--- src/rtl/pipe_stage_reg_pkg.sv ---
// Shared definitions for the LEGv8 inter-stage pipeline registers: zero-register
// number, the standard control bundle and the per-slot update selector.
package pipe_pkg;

    localparam logic [4:0] REG_XZR = 5'd31;

    typedef struct packed {
        logic mem_write;
        logic mem_to_reg;
        logic flag_write;
        logic reg_write;
    } ctrl_t;

    // Bubble control: every write-enable deasserted.
    localparam ctrl_t CTRL_BUBBLE = '0;

    typedef enum logic [1:0] {
        SLOT_LOAD,
        SLOT_HOLD,
        SLOT_SQUASH
    } slot_op_t;

endpackage

--- src/rtl/pipe_stage_reg_slot.sv ---
// One pipeline slot: valid/ctrl/rd/data flops with load, hold or squash per cycle.
// A squash turns the slot into a bubble but leaves the payload untouched.
module pipe_slot
    import pipe_pkg::*;
#(
    parameter int unsigned       DATA_W      = 64,
    parameter int unsigned       CTRL_W      = 4,
    parameter logic [CTRL_W-1:0] BUBBLE_CTRL = '0
) (
    input  logic              clk,
    input  logic              reset,
    input  slot_op_t          op,
    input  logic              d_valid,
    input  logic [CTRL_W-1:0] d_ctrl,
    input  logic [4:0]        d_rd,
    input  logic [DATA_W-1:0] d_data,
    output logic              q_valid,
    output logic [CTRL_W-1:0] q_ctrl,
    output logic [4:0]        q_rd,
    output logic [DATA_W-1:0] q_data
);

    always_ff @(posedge clk or posedge reset) begin
        if (reset) begin
            q_valid <= 1'b0;
            q_ctrl  <= BUBBLE_CTRL;
            q_rd    <= REG_XZR;
            q_data  <= '0;
        end else begin
            unique case (op)
                SLOT_LOAD: begin
                    q_valid <= d_valid;
                    q_ctrl  <= d_ctrl;
                    q_rd    <= d_rd;
                    q_data  <= d_data;
                end
                SLOT_SQUASH: begin
                    q_valid <= 1'b0;
                    q_ctrl  <= BUBBLE_CTRL;
                    q_rd    <= REG_XZR;
                end
                default: begin
                end
            endcase
        end
    end

endmodule

--- src/rtl/pipe_stage_reg.sv ---
// Parametrised inter-stage pipeline register: DEPTH slots with stall/flush and
// saturating stall and bubble counters. Outputs come straight from the last slot.
module pipe_stage_reg #(
    parameter int unsigned       DATA_W      = 64,
    parameter int unsigned       CTRL_W      = 4,
    parameter logic [CTRL_W-1:0] CTRL_BUBBLE = CTRL_W'(pipe_pkg::CTRL_BUBBLE),
    parameter int                DEPTH       = 1,
    parameter int unsigned       CNT_W       = 16
) (
    input  logic              clk,
    input  logic              reset,
    input  logic              in_valid,
    input  logic [CTRL_W-1:0] in_ctrl,
    input  logic [4:0]        in_rd,
    input  logic [DATA_W-1:0] in_data,
    input  logic              stall,
    input  logic              flush,
    output logic              out_valid,
    output logic [CTRL_W-1:0] out_ctrl,
    output logic [4:0]        out_rd,
    output logic [DATA_W-1:0] out_data,
    output logic [CNT_W-1:0]  stall_cnt,
    output logic [CNT_W-1:0]  bubble_cnt
);

    if (DEPTH < 1) begin : g_depth_chk
        $error("pipe_stage_reg: DEPTH must be >= 1");
    end

    localparam int N = (DEPTH < 1) ? 1 : DEPTH;
    localparam logic [CNT_W-1:0] CNT_MAX = '1;

    pipe_pkg::slot_op_t op;

    always_comb begin
        op = pipe_pkg::SLOT_LOAD;
        if (flush) begin
            op = pipe_pkg::SLOT_SQUASH;
        end else if (stall) begin
            op = pipe_pkg::SLOT_HOLD;
        end
    end

    // An idle upstream enters as a bubble so the invariant holds from slot 0 on.
    logic [CTRL_W-1:0] head_ctrl;
    logic [4:0]        head_rd;
    assign head_ctrl = in_valid ? in_ctrl : CTRL_BUBBLE;
    assign head_rd   = in_valid ? in_rd : pipe_pkg::REG_XZR;

    logic [N-1:0]      slot_valid;
    logic [CTRL_W-1:0] slot_ctrl [N];
    logic [4:0]        slot_rd   [N];
    logic [DATA_W-1:0] slot_data [N];

    for (genvar i = 0; i < N; i++) begin : g_slot
        if (i == 0) begin : g_head
            pipe_slot #(
                .DATA_W      (DATA_W),
                .CTRL_W      (CTRL_W),
                .BUBBLE_CTRL (CTRL_BUBBLE)
            ) u_slot (
                .clk     (clk),
                .reset   (reset),
                .op      (op),
                .d_valid (in_valid),
                .d_ctrl  (head_ctrl),
                .d_rd    (head_rd),
                .d_data  (in_data),
                .q_valid (slot_valid[i]),
                .q_ctrl  (slot_ctrl[i]),
                .q_rd    (slot_rd[i]),
                .q_data  (slot_data[i])
            );
        end else begin : g_tail
            pipe_slot #(
                .DATA_W      (DATA_W),
                .CTRL_W      (CTRL_W),
                .BUBBLE_CTRL (CTRL_BUBBLE)
            ) u_slot (
                .clk     (clk),
                .reset   (reset),
                .op      (op),
                .d_valid (slot_valid[i-1]),
                .d_ctrl  (slot_ctrl[i-1]),
                .d_rd    (slot_rd[i-1]),
                .d_data  (slot_data[i-1]),
                .q_valid (slot_valid[i]),
                .q_ctrl  (slot_ctrl[i]),
                .q_rd    (slot_rd[i]),
                .q_data  (slot_data[i])
            );
        end
    end

    assign out_valid = slot_valid[N-1];
    assign out_ctrl  = slot_ctrl[N-1];
    assign out_rd    = slot_rd[N-1];
    assign out_data  = slot_data[N-1];

    // Flush outranks stall, so a combined stall+flush is only a bubble.
    logic stall_inc;
    logic bubble_inc;
    assign stall_inc  = stall && !flush;
    assign bubble_inc = flush || (!stall && !in_valid);

    always_ff @(posedge clk or posedge reset) begin
        if (reset) begin
            stall_cnt  <= '0;
            bubble_cnt <= '0;
        end else begin
            if (stall_inc && (stall_cnt != CNT_MAX)) begin
                stall_cnt <= stall_cnt + 1'b1;
            end
            if (bubble_inc && (bubble_cnt != CNT_MAX)) begin
                bubble_cnt <= bubble_cnt + 1'b1;
            end
        end
    end

endmodule

--- config.mk ---
export PLATFORM = sky130hd
export DESIGN_NAME = pipe_stage_reg
export DESIGN_NICKNAME = d
export VERILOG_FILES = /design/src/rtl/pipe_stage_reg_pkg.sv /design/src/rtl/pipe_stage_reg_slot.sv /design/src/rtl/pipe_stage_reg.sv
export SDC_FILE = /design/constraint.sdc
export NUM_CORES = 1
export LEC_CHECK = 0
export CORE_UTILIZATION = 40
export CTS_BUF_LIST = sky130_fd_sc_hd__clkbuf_8
export DETAILED_ROUTE_END_ITERATION = 7
export GPL_ROUTABILITY_DRIVEN = 0
export GPL_TIMING_DRIVEN = 0
export PLACE_DENSITY = 0.79
export SLEW_MARGIN = 20
export SYNTH_ARGS = -nofsm -noshare
export SYNTH_HDL_FRONTEND = slang
export SYNTH_SLANG_ARGS = --single-unit
export TNS_END_PERCENT = 20
--- constraint.sdc ---
create_clock -name clk -period 3.4 [get_ports clk]
set_input_delay 0.51 -clock clk [delete_from_list [all_inputs] [get_ports clk]]
set_output_delay 0.51 -clock clk [all_outputs]
set_load 0.1 [all_outputs]
== Word level (Yosys, flattened, before mapping) ==
Index checks and enable logic that the tools add are counted.

* Add/sub/neg operators: 2
* Eq/ne operators: 3
* Multiplexer cells: 7
* Reduce and logical (&&, ||, !) cells: 10

{| class="wikitable"
|+ Operator list
! operator !! count
|-
| 16-bit by 1-bit adder with 16-bit output (second input constant) || 2
|-
| 16-bit != test (second input constant) || 2
|-
| 5-bit case mux with 2 select lines || 1
|-
| 4-bit case mux with 2 select lines || 1
|-
| 5-bit two-way mux || 1
|-
| 1-bit logical AND || 4
|-
| 4-bit two-way mux || 1
|-
| 1-bit logical NOT || 3
|-
| 2-bit equality test (second input constant) || 1
|-
| 2-bit logical NOT || 1
|-
| 2-bit two-way mux || 1
|-
| 1-bit case mux with 2 select lines || 1
|-
| 2-bit nonzero test || 1
|-
| 1-bit logical OR || 1
|-
| 1-bit two-way mux || 1
|}

* Flip-flop bits (word level): 106
* Input port bits: 78
* Output and inout bits: 106

== Logic depth before layout (Yosys ltp) ==
Gate-level depths: netlist (run 1).

* Word-level depth: 4
* Depth in mapped cells: 6

== By module ==
A second synthesis (run 1) with hierarchy kept.

* Cells, all modules: 331
* Area, all modules: 4549.4 um^2

{| class="wikitable"
|+ By module, submodules not included
! module !! instances !! cells each !! area each (um^2)
|-
| pipe_slot || 1 || 169 || 2787.7
|-
| pipe_stage_reg || 1 || 162 || 1761.7
|}

== Worst setup path after synthesis (run 1) ==
Ideal clock, no wire load.

* Path kind: register to register
* From: register bubble_cnt[0]
* To: register bubble_cnt[1]
* Data arrival time: 2.293 ns
* Setup slack: 0.981 ns
* Stages on the path, launching flop included: 7
* Buffers on the path: 1
* Period minus slack after synthesis: 2.419 ns
* Path through: dfrtp_1 ha_1 and4_1 clkbuf_1 nand4_1 nand2_1 mux2_2

* Word-level cells in the longest chain between the ends: 2

{| class="wikitable"
|+ RTL lines
! item !! RTL line !! source
|-
| from (decl) || pipe_stage_reg.sv:23 || <nowiki>output logic [CNT_W-1:0] bubble_cnt</nowiki>
|-
| from (signal assigned) || pipe_stage_reg.sv:115 || <nowiki>bubble_cnt <= bubble_cnt + 1'b1;</nowiki>
|-
| branches (longest 2 deep; another with 16-bit by 1-bit adder with 16-bit output) || -- ||
|}

Parallel ways; which one is timed is not known.
A chain may end at the register's enable or synchronous reset.

== Worst setup path after layout (run 1) ==
* From: register g_slot[0].g_head.u_slot.q_rd[2]
* To: output port out_rd[2]

{| class="wikitable"
|+ RTL lines
! item !! RTL line !! source
|-
| from (decl) || pipe_stage_reg_slot.sv:19 || <nowiki>output logic [4:0] q_rd,</nowiki>
|-
| from (signal assigned) || pipe_stage_reg_slot.sv:34 || <nowiki>q_rd <= d_rd;</nowiki>
|-
| to (decl) || pipe_stage_reg.sv:20 || <nowiki>output logic [4:0] out_rd,</nowiki>
|}

No word-level cell between the ends.

==> metrics.md, run 1 <==
| Metric | Value |
|---|---|
| Run status | `finished, final reports clean` |
| Fillers | `818` |
| Register area share after synthesis | `0.604` |
| Period utilization | `0.749` |
| Placed Instances | `641` |
| Layout cells sized above 1 | `0.203` |
| Area of the multi-input gates | `1680 sq um` |
| Fin Hold WS | `between 500 and 600 ps` |
| Die height | `107 um` |
| CP arrival | `~2000 ps` |
| Clock transition at the registers of the reported paths | `100 ps` |
| GRT Util Overall | `0.187` |
| Met3 usage | `0.0438` |
| Peak supply drop | `0.853 mV` |
| Fin. Hold Viols | `0` |
| Nets | `a little under 600` |
| Starting Density | `0.419` |
| Static Leak | `0.00276 uW` |
| Synth top area share | `0.574` |
| Grt met1 use | `0.225` |
| Max-cap violations | `0` |
| Layout Cells excl Fill | `around 660` |
| Rel. slew slack | `0.314` |
| Vias in the first global route | `3403` |
| Commonest cells in the netlist | `101 x dfrtp_1, 67 x mux2_2, 14 x nor2_1, 14 x xnor2_1` |
| Post-synth top area cell | `dfrtp_1` |
| Die ar. | `between 10000 and 15000 sq um` |
| CTS tree | `yes` |
| Largest net degree at the start of global routing | `57` |
| CP Depth | `1` |
| CTS sink cnt | `106` |
| Clock Path Buffers | `2` |
| Post-Route Skew | `approximately 9.6 ps` |
| Setup TNS | `0 ps` |
| Post-synth EDFFs | `0` |
| Hold WC Path Type | `reg -> reg` |
| Antenna cells | `0` |
| Syn nets | `401` |
| Grt total ovfl | `0` |
| DRT iter0 DRCs | `114` |
| RSZ-0062 raised after global routing | `no` |
| Rows | `37` |
| Die width | `approximately 110 um` |
| Vias | `approximately 3300` |
| Async S/R FF share, synth | `1.00` |
| Crit-path slowest cell | `clkdlybuf4s50_1` |
| Initial antenna violation count | `0` |
| Count leader, synth | `dfrtp_1` |
| CP startpoint kind | `register` |
| Core box area | `around 11000 sq um` |
| Worst-case reg-to-reg path depth | `6` |
| Final setup fails | `0` |
| Top cells by area, synth | `dfrtp_1 57%, mux2_2 17%, dfstp_2 3.0%` |
| Drt total wl | `10600 um` |
| Dominant synthesized flop cell | `dfrtp_1` |
| Gr busiest metal | `met2` |
| Yosys warning count | `0` |
| Post-DP HPWL | `7970 um` |
| CP Capture Type | `primary output` |
| Cells along the critical path | `clkdlybuf4s50_1` |
| Hold path cells | `1` |
| Critical path buffers and inverters | `1` |
| # resized after CTS | `0` |
| DRT antenna net count | `0` |
| Fmax | `393 MHz` |
| Vias per std cell | `5.01` |
| Unique masters post-synth | `39` |
| Synth Register Bits | `106` |
| Synth-to-Final Area Change | `50.2%` |
| Pwr dens | `721 nW/um^2` |
| Wire length per cell | `16.1 um` |
| WS Path Type | `reg -> out` |
| Crit path required time | `2890 ps` |
| Reg area | `between 2000 and 3000 sq um` |
| Fin. max-slew vios | `0` |
| Post-CTS Hold Buffers | `0` |
| H-tree levels | `3` |
| CTS root buf | `clkbuf_8` |
| Syn Area/Cell | `13.7 sq um` |
| DRC violations left | `0` |
| Global-route wire length before repair | `16700 um` |
| Syn Inst Count | `about 320` |
| Worst-margin pin slew | `1030 ps` |
| Fin crit period | `2550 ps` |
| CTS buffer count | `9` |
| Router iterations before antenna repair | `4` |
| Clk_lat worst skew | `350 ps` |
| Top Ports | `184` |
| Area of the mapped netlist | `4400 sq um` |
| Post-CTS Setup Inserts | `0` |
| IO buf count | `about 180` |
| Met2 Use GR | `0.332` |
| CP delay by family, top | `buffers and inverters` |
| CP max stage delay | `~1100 ps` |
| Max FO, Critical Path | `2` |
[cells by family after synthesis]
logic type               after synthesis  share of synthesized area
XOR/XNOR                              21                     0.0418
multiplexers                          71                      0.182
adder cells (fa/ha/maj)                2                    0.00569
flip-flops                           106                      0.604
AND/OR/NAND/NOR                       86                      0.119
AO/OA/AOI/OAI                         20                     0.0333
buffers and inverters                 15                     0.0148
[placed cells by master, fill, tap and decap left out, types with 8 or more instances in the layout]
cell,count
dfrtp_1,101
mux2_2,67
nand4_1,12
clkbuf_8,9
and3_1,8
nor2_1,14
nand2_1,11
nand3_1,12
xnor2_1,14
clkdlybuf4s50_1,183
[routing by layer]
metal,vias to the layer above,routed length (um)
met5,-,0
met4,0,131
met3,14,768
met2,125,5430
met1,1618,4270
li1,1536,-
[power breakdown]
group / leakage [uW] / internal [uW] / switching [uW]
clock: 0.0000904 / 274 / 438
combinational: 0.00138 / 611 / 1800
sequential: 0.00128 / 1470 / 179
[flip-flops by register name, indices dropped and copies added (netlist names)]
register,flops
g_slot.g_head.u_slot.q_rd,5
g_slot.g_head.u_slot.q_valid,1
bubble_cnt,16
stall_cnt,16
g_slot.g_head.u_slot.q_ctrl,4
g_slot.g_head.u_slot.q_data,64
[cell type report]
class	count	area share
Buffer	10	0.00700
Clock buffer	9	0.0187
Clock inverter	7	0.00795
Inverter	5	0.00360
Multi-Input combinational cell	200	0.254
Sequential cell	106	0.402
Tap cell	136	0.0257
Timing Repair Buffer	184	0.281
[final timing paths]
| kind | slack, ps | endpoint | startpoint |
|---|---|---|---|
| setup / recovery | 850 | out_rd[2] | g_slot[0].g_head.u_slot.q_rd[2]$_DFFE_PP1P_ |
| hold reg to reg | 510 | g_slot[0].g_head.u_slot.q_data[57]$_DFFE_PP0N_ | g_slot[0].g_head.u_slot.q_data[57]$_DFFE_PP0N_ |
| min in group asynchronous | 560 | g_slot[0].g_head.u_slot.q_data[43]$_DFFE_PP0N_ | reset |
| setup reg to reg | 1430 | bubble_cnt[1]$_DFFE_PP0P_ | bubble_cnt[0]$_DFFE_PP0P_ |
| hold / removal | 510 | g_slot[0].g_head.u_slot.q_data[57]$_DFFE_PP0N_ | g_slot[0].g_head.u_slot.q_data[57]$_DFFE_PP0N_ |
| max in group asynchronous | 2180 | g_slot[0].g_head.u_slot.q_rd[1]$_DFFE_PP1P_ | reset |
[metrics by stage]
step,total power (uW),utilization,worst slack (ps),area [sq um]
3_3_place_gp,4050,0.609,-1370,6400
6_report,4770,0.629,853,6610
3_5_place_dp,4090,0.612,869,6430
5_1_grt,4940,0.629,790,6610
2_1_floorplan,3460,-,109,4400
4_1_cts,4820,0.629,826,6610
No activity file was read; power rests on OpenSTA's default activity.
==> inputs of run 2 (changes only) <==
--- a/config.mk
+++ b/config.mk
@@ -5,12 +5,12 @@
 export SDC_FILE = /design/constraint.sdc
 export NUM_CORES = 1
 export LEC_CHECK = 0
-export CORE_UTILIZATION = 40
+export CORE_UTILIZATION = 44
 export CTS_BUF_LIST = sky130_fd_sc_hd__clkbuf_8
 export DETAILED_ROUTE_END_ITERATION = 7
 export GPL_ROUTABILITY_DRIVEN = 0
 export GPL_TIMING_DRIVEN = 0
-export PLACE_DENSITY = 0.79
+export PLACE_DENSITY = 0.82
 export SLEW_MARGIN = 20
 export SYNTH_ARGS = -nofsm -noshare
 export SYNTH_HDL_FRONTEND = slang
==> constraint.sdc (replaced) <==
create_clock -name clk -period 2.6 [get_ports clk]
set_input_delay 0.39 -clock clk [delete_from_list [all_inputs] [get_ports clk]]
set_output_delay 0.39 -clock clk [all_outputs]
set_load 0.1 [all_outputs]
==> run 2 against run 1 <==
  * Clock power rose by 34%
  * Final area rose by 0.51%
  * Wire length rose by 0.41%
  * Setup slack got worse by 720 ps
  * Clock-buffer cell count rose by 3
  * Die area fell by 8.9%
  * Via count rose by 1.8%
  * Sequential share of layout area fell by 0.20 points
  * Critical path depth did not move
  * Non-clock buffer count rose by 2
  * Utilization rose by 5.4 points
  * Highest routed layer unchanged
==> metrics.md, run 2 (synthesized netlist as in run 1, its figures left out) <==
| Metric | Value |
|---|---|
| Static Leak | `around 0.0028 uW` |
| WS Path Type | `reg -> out` |
| P_int | `about 3100 uW` |
| Drt total wl | `10600 um` |
| Max-cap violations | `0` |
| Final setup fails | `0` |
| Starting Density | `0.452` |
| Top sig layer | `met4` |
| CP Capture Type | `primary output` |
| Critical path buffers and inverters | `1` |
| Post-DP HPWL | `7960 um` |
| Synth-to-Final Area Change | `51.0%` |
| Sw Share | `0.499` |
| Antenna cells | `0` |
| Clk_lat worst skew | `370 ps` |
| CP startpoint kind | `register` |
| CTS root buf | `clkbuf_8` |
| CTS sink cnt | `106` |
| Vias | `3351` |
| Fin Hold WS | `375 ps` |
| CP delay by family, top | `buffers and inverters` |
| Max FO, Critical Path | `2` |
| IO buf count | `183` |
| DRC violations left | `0` |
| M1 wire length | `4310 um` |
| WL met3 | `854 um` |
| DRT iter0 DRCs | `62` |
| Fin util | `0.683` |
| Die ar. | `10400 sq um` |
| CP max stage delay | `1160 ps` |
| Switching power total | `roughly 3100 uW` |
| RSZ-0062 raised after global routing | `no` |
| Rows | `36` |
| Fin. Hold Viols | `0` |
| DRT antenna net count | `0` |
| CP arrival | `2070 ps` |
| Commonest non-fill, non-tap cell in the layout | `clkdlybuf4s50_1` |
| Hold WC Path Type | `in -> async` |
| Rel. slew slack | `0.319` |
| WL met2 | `5290 um` |
| Clock Path Buffers | `2` |
| Fillers | `738` |
| Vias in the first global route | `3275` |
| Initial antenna violation count | `0` |
| Cells along the critical path | `clkdlybuf4s50_1` |
| Wire length per cell | `between 15 and 20 um` |
| Post-CTS Hold Buffers | `0` |
| Worst R2R Setup Slack | `630 ps` |
| Crit-path slowest cell | `clkdlybuf4s50_1` |
| Global-route wire length before repair | `about 16000 um` |
| Fmax | `406 MHz` |
| Core box area | `9730 sq um` |
| Vias per std cell | `5.11` |
| Post-Route Skew | `~4.4 ps` |
| Clock transition at the registers of the reported paths | `90 ps` |
| Period utilization | `0.947` |
| Clock Power Share | `0.153` |
| Post-CTS Setup Inserts | `0` |
| Run status | `finished, final reports clean` |
| Nets | `598` |
| # resized after CTS | `0` |
| CTS buffer count | `9` |
| Layout cells sized above 1 | `0.203` |
| Reg area | `between 2000 and 3000 sq um` |
| Most flops, register | `g_slot.g_head.u_slot.q_data` |
| Commonest non-fill, non-tap cells in the layout | `183 x clkdlybuf4s50_1, 101 x dfrtp_1, 67 x mux2_2` |
| GRT Util Overall | `0.206` |
| Fin crit period | `about 2500 ps` |
| Peak supply drop | `~1.2 mV` |
| Die height | `a little over 100 um` |
| Crit path required time | `2210 ps` |
| Largest net degree at the start of global routing | `36` |
| Area of the multi-input gates | `1680 sq um` |
| Largest registers | `g_slot.g_head.u_slot.q_data (64), bubble_cnt (16), stall_cnt (16)` |
| Largest register FFs | `64` |
| Top Ports | `184` |
| Worst-margin pin slew | `1020 ps` |
| Sequential Power Share | `0.344` |
| Combinational Power Share | `0.504` |
| CTS tree | `yes` |
| Fin. max-slew vios | `0` |
| Die width | `between 100 and 150 um` |
| Router iterations before antenna repair | `4` |
| Grt total ovfl | `0` |
| H-tree levels | `3` |
| Pwr dens | `943 nW/um^2` |
## run 2: power groups by stage
stage / Sequential [uW] / Clock, uW / Combinational, uW
2_1_floorplan: 4100 / 0 / 424
3_3_place_gp: 2160 / 0 / 3130
3_5_place_dp: 2180 / 0 / 3170
4_1_cts: 2150 / 981 / 3170
5_1_grt: 2190 / 1040 / 3250
6_report: 2150 / 956 / 3160
## run 2: path summary, 6_finish.rpt
check	start	depth (start not counted)	end
worst max-delay path	g_slot[0].g_head.u_slot.q_rd[4]$_DFFE_PP1P_	1	out_rd[4]
worst min-delay path	reset	2	g_slot[0].g_head.u_slot.q_ctrl[1]$_DFFE_PP0P_
worst max register to register	bubble_cnt[0]$_DFFE_PP0P_	6	bubble_cnt[1]$_DFFE_PP0P_
worst min register to register	g_slot[0].g_head.u_slot.q_data[39]$_DFFE_PP0N_	1	g_slot[0].g_head.u_slot.q_data[39]$_DFFE_PP0N_
max in group asynchronous	reset	4	g_slot[0].g_head.u_slot.q_data[36]$_DFFE_PP0N_
min in group clk	g_slot[0].g_head.u_slot.q_data[39]$_DFFE_PP0N_	1	g_slot[0].g_head.u_slot.q_data[39]$_DFFE_PP0N_
## run 2: cell type report
type / instances / area share
sequential: 106 / 0.400
timing repair buffer: 186 / 0.285
clock buffer: 12 / 0.0249
tap: 133 / 0.0250
inverter: 5 / 0.00339
clock inverter: 4 / 0.00264
multi-input combinational: 200 / 0.252
buffer: 10 / 0.00697
## run 2: stage by stage
step	cells	worst slack [ps]	setup TNS [ps]	power, uW	cell area, sq um
final	656	138	0	6260	6650
after global placement	637	-80.4	-7620	5290	6400
after CTS	656	123	0	6300	6650
after floorplan	321	181	0	4520	4400
after detailed placement	640	149	0	5350	6460
after global routing	656	89.4	0	6490	6650
## run 2: per-layer routing
layer	GRT usage	vias up
li1	-	1539
met1	0.254	1660
met2	0.339	137
met3	0.0595	15
met4	0.0868	0
met5	0	-
==> edit 1, RTL diff (settings of run 1) <==
Set the parameter `CNT_W` to 18 (it was 16).
--- a/src/rtl/pipe_stage_reg.sv
+++ b/src/rtl/pipe_stage_reg.sv
@@ -7,3 +7,3 @@
     parameter int                DEPTH       = 1,
-    parameter int unsigned       CNT_W       = 16
+    parameter int unsigned       CNT_W       = 18
 ) (
Interface: changed (resized bubble_cnt and stall_cnt); port bits go from 184 to 188. The function was not compared with the original's and may differ.
==> edit 1 against run 1 <==
Routed wire length is 2.7% higher; global-route usage is 0.27 points lower; worst setup slack worse by 0.042 ns; critical path type unchanged; total power is 2.8% higher; cell area is 3.5% higher; critical endpoint is now out_rd[1]; area after synthesis is 3.4% higher; sequential cell count is 4 higher; sequential share of layout area is 0.10 points higher; largest power group unchanged.
==> edit 1: results <==
export IMPL_synth_seq_area_share=0.606
export IMPL_crit_path_max_incr_delay_ns=1.16
export IMPL_finalNonFillerCells=687
export IMPL_reg2reg_slack_ns=1.47
export IMPL_wl_met3_um=895
export IMPL_drt_met1_wl_um=4560
export IMPL_yosys_mux_area_fraction=0.166
export IMPL_synth_xor_area_frac=0.0577
export IMPL_p_leak_nw=2.84
export IMPL_synth_area_leaders="dfrtp_1 (58%), mux2_2 (16%), xor2_1 (4.4%)"
export IMPL_grt_pass1_wl_um=16700
export IMPL_grtUsageTotal=0.184
export IMPL_post_dp_cell_area_sq_mm=0.00666
export IMPL_ir_worst_vdd_mv=0.837
export IMPL_viasPerCell=5.01
export IMPL_synth_nets=421
export IMPL_synthAdderAreaFrac=0.00550
export IMPL_drive_gt1_frac=0.188
export IMPL_io_buffers=187
export IMPL_crit_start="g_slot[0].g_head.u_slot.q_rd[1]"
export IMPL_grt_max_degree=37
export IMPL_final_net_count=622
export IMPL_dp_cells=671
export IMPL_avgSynthCellArea_sq_um=13.3
export IMPL_status="finished, final reports clean"
export IMPL_drtIter0Drc=117
export IMPL_drt_wirelength_per_cell_um=15.8
export IMPL_cp_arrival_ns=2.08
export IMPL_hpwl_um=8270
export IMPL_top_regs="g_slot.g_head.u_slot.q_data x64, bubble_cnt x18, stall_cnt x18"
export IMPL_place_ws_ns=0.727
==> edit 1: changes by cell type after synthesis, sizes merged, moves of 4 or more <==
cell	before	now
xnor2	14	7
dfrtp	101	105
a211oi	0	10
a21oi	2	9
xor2	7	23
==> edit 1: metal layers <==
layer,up-vias,track usage
met5,-,0
met4,0,0.0598
met3,9,0.0448
met2,139,0.314
met1,1668,0.230
li1,1629,-
==> edit 1: worst paths after layout <==
path                                                     endpoint  cells past startpoint
worst max-delay path                                    out_rd[1]                      1
worst min-delay path            g_slot[0].g_head.u_slot.q_data[9]                      2
worst max register to register                      bubble_cnt[1]                      5
worst min register to register                     bubble_cnt[15]                      1
max in group asynchronous         g_slot[0].g_head.u_slot.q_rd[3]                      4
min in group clk                                   bubble_cnt[15]                      1
==> edit 1: cell type report <==
| type | count | area [sq um] |
|---|---|---|
| Clock buffer | 9 | 124 |
| Tap cell | 140 | 175 |
| Inverter | 6 | 26.3 |
| Timing Repair Buffer | 190 | 1930 |
| Multi-Input combinational cell | 216 | 1720 |
| Fill cell | 882 | 4140 |
| Sequential cell | 110 | 2760 |
| Clock inverter | 7 | 57.6 |
| Buffer | 9 | 46.3 |
==> edit 1: stage by stage <==
| step | utilization | total power, mW | hold WS, ns |
|---|---|---|---|
| global placement | 0.601 | 4.16 | 0.480 |
| CTS | 0.623 | 4.95 | 0.457 |
| global route | 0.623 | 5.10 | 0.500 |
| detailed placement | 0.607 | 4.20 | 0.477 |
| finish | 0.623 | 4.90 | 0.475 |
| floorplan | - | 3.55 | 0.646 |
==> edit 1: logic make-up after synthesis <==
logic type / Yosys count
multiplexers: 67
XOR/XNOR: 30
AO/OA/AOI/OAI: 34
buffers and inverters: 15
flip-flops: 110
AND/OR/NAND/NOR: 83
adder cells (fa/ha/maj): 2
==> edit 1: where the power goes <==
group | total (mW) | leakage, nW | internal [mW] | switching (mW)
clock | 0.734 | 0.0939 | 0.279 | 0.456
combinational | 2.45 | 1.42 | 0.613 | 1.84
sequential | 1.72 | 1.33 | 1.52 | 0.198
==> edit 1: worst register-to-register path, delay by kind of cell, from the launching register on <==
kind                     cells  cell delay, ns
flip-flops                   1            0.43
adder cells (fa/ha/maj)      1            0.21
AO/OA/AOI/OAI                1            0.17
AND/OR/NAND/NOR              2            0.71
multiplexers                 1            0.30
==> edit 2, RTL diff (settings of run 1) <==
Made on the original files. Make the reset (`reset`) synchronous in 2 clocked blocks.
--- a/src/rtl/pipe_stage_reg_slot.sv
+++ b/src/rtl/pipe_stage_reg_slot.sv
@@ -22,3 +22,3 @@
 
-    always_ff @(posedge clk or posedge reset) begin
+    always_ff @(posedge clk) begin
         if (reset) begin
--- a/src/rtl/pipe_stage_reg.sv
+++ b/src/rtl/pipe_stage_reg.sv
@@ -105,3 +105,3 @@
 
-    always_ff @(posedge clk or posedge reset) begin
+    always_ff @(posedge clk) begin
         if (reset) begin
Function: differs if reset is asserted again (counterexample within 4 cycles, from zero or initial values and one cycle with reset high); with reset held inactive, the same outputs for 10 cycles.
==> edit 2 against run 1 <==
Routed wire length grew 13%; worst setup slack better by 0.013 ns; hold slack lost 0.056 ns; non-clock buffer count up 17; cell area down 3.0%; critical path type unchanged; critical path depth did not move; sequential cell count is the same; sequential share of layout area decreased by 7.1 points; highest routed layer unchanged; final cell count increased by 29%; area after synthesis decreased by 4.5%; maximum frequency is 0.52% higher; via count rose by 31%.
Power is not compared: it rests on default switching activity, and its combinational part moved more than twofold at a synthesized area within 25%.
==> edit 2: results <==
export IMPL_place_ws_ns=0.508
export IMPL_io_buffers=183
export IMPL_synth_compound_gate_area_share=0.168
export IMPL_hp_class="register to register"
export IMPL_ys_warnings_count=0
export IMPL_viasPerCell=5.11
export IMPL_vias=4325
export IMPL_hpwl_um=8970
export IMPL_synth_xor_area_frac=0.00417
export IMPL_diodes=0
export IMPL_grt_pass1_wl_um=19000
export IMPL_worst_pin_slew_ns=1.04
export IMPL_drtIter0Drc=249
export IMPL_grt_max_degree=19
export IMPL_synth_top_family_by_area="simple AND/OR/NAND/NOR gates"
export IMPL_cp_arrival_ns=2.02
export IMPL_crit_family="buffers and inverters"
export IMPL_status="finished, final reports clean"
export IMPL_synth_seq_area_share=0.505
export IMPL_fin_skew_ns=0.00782
export IMPL_yosys_mux_area_fraction=0.0155
export IMPL_grtUsageTotal=0.215
export IMPL_ys_top_cells_by_count="nand2_1 (147), dfxtp_1 (106), a21oi_1 (85)"
export IMPL_cts_inserted_buffers=9
export IMPL_drive_gt1_frac=0.0507
export IMPL_drt_total_wl_um=12000
export IMPL_p_leak_nw=2.21
export IMPL_crit_path_max_incr_delay_ns=1.19
export IMPL_synthAdderAreaFrac=0.00596
export IMPL_post_dp_cell_area_sq_mm=0.00620
export IMPL_synth_edf_count=0
export IMPL_synth_area_leaders="dfxtp_1 (51%), nand2_1 (13%), a21oi_1 (10%)"
export IMPL_dp_cells=830
export IMPL_grt_pass1_vias=4094
export IMPL_clockBufferDepth=2
export IMPL_final_net_count=785
export IMPL_insertion_delay_ns=0.36
export IMPL_ys_types=51
export IMPL_cts_setup_buffers=0
export IMPL_top_regs="g_slot.g_head.u_slot.q_data x64, bubble_cnt x16, stall_cnt x16"
export IMPL_synth_nets=591
export IMPL_dr_pass1_iters=4
export IMPL_ir_worst_vdd_mv=0.223
export IMPL_cp_max_fo=7
export IMPL_avgSynthCellArea_sq_um=8.22
export IMPL_async_reset_ff_frac=0
-- edit 2: cell count changes after synthesis, moves of 6 or more --
cell	change
nand4_1	-6
nor3_1	+7
or4_1	+8
clkbuf_1	+19
mux2_2	-64
a21oi_1	+83
dfrtp_1	-101
dfxtp_1	+106
xnor2_1	-14
or3_1	+10
nand2_1	+136
o31ai_1	+8
-- edit 2: area by class of cell --
type | instances | area (sq um)
buffer | 28 | 114
clock buffer | 10 | 138
clock inverter | 6 | 73.8
fill | 894 | 3820
inverter | 5 | 18.8
multi-input combinational | 372 | 1950
sequential | 106 | 2120
tap | 136 | 170
timing repair buffer | 183 | 1830
-- edit 2: final timing paths --
check | from | slack (ns) | cells past startpoint | end
setup / recovery | stall_cnt[5] | 0.87 | 1 | stall_cnt[5]
hold / removal | g_slot[0].g_head.u_slot.q_data[34] | 0.46 | 2 | g_slot[0].g_head.u_slot.q_data[34]
setup reg to reg | stall_cnt[0] | 1.33 | 6 | stall_cnt[1]
hold reg to reg | g_slot[0].g_head.u_slot.q_data[34] | 0.46 | 2 | g_slot[0].g_head.u_slot.q_data[34]
-- edit 2: kinds of logic after synthesis --
group	count (synthesis)
compound gates	124
xor+xnor	2
fa+ha+maj	2
buf+inv	33
flops	106
mux	6
simple gates	238
-- edit 2: where the power goes --
| part | internal [mW] | switching, mW | total (mW) | leakage (nW) |
|---|---|---|---|---|
| Combinational | 0.185 | 0.430 | 0.615 | 1.24 |
| Sequential | 1.28 | 0.0249 | 1.31 | 0.863 |
| Clock | 0.370 | 0.447 | 0.817 | 0.101 |
-- edit 2: metal layers --
metal  up-vias  routed length, um  global-route usage
met1      2021               4930               0.251
met4         0                314              0.0969
met3        21                654              0.0482
met5         -                  0                   0
li1       2155                  -                   -
met2       128               6050               0.373
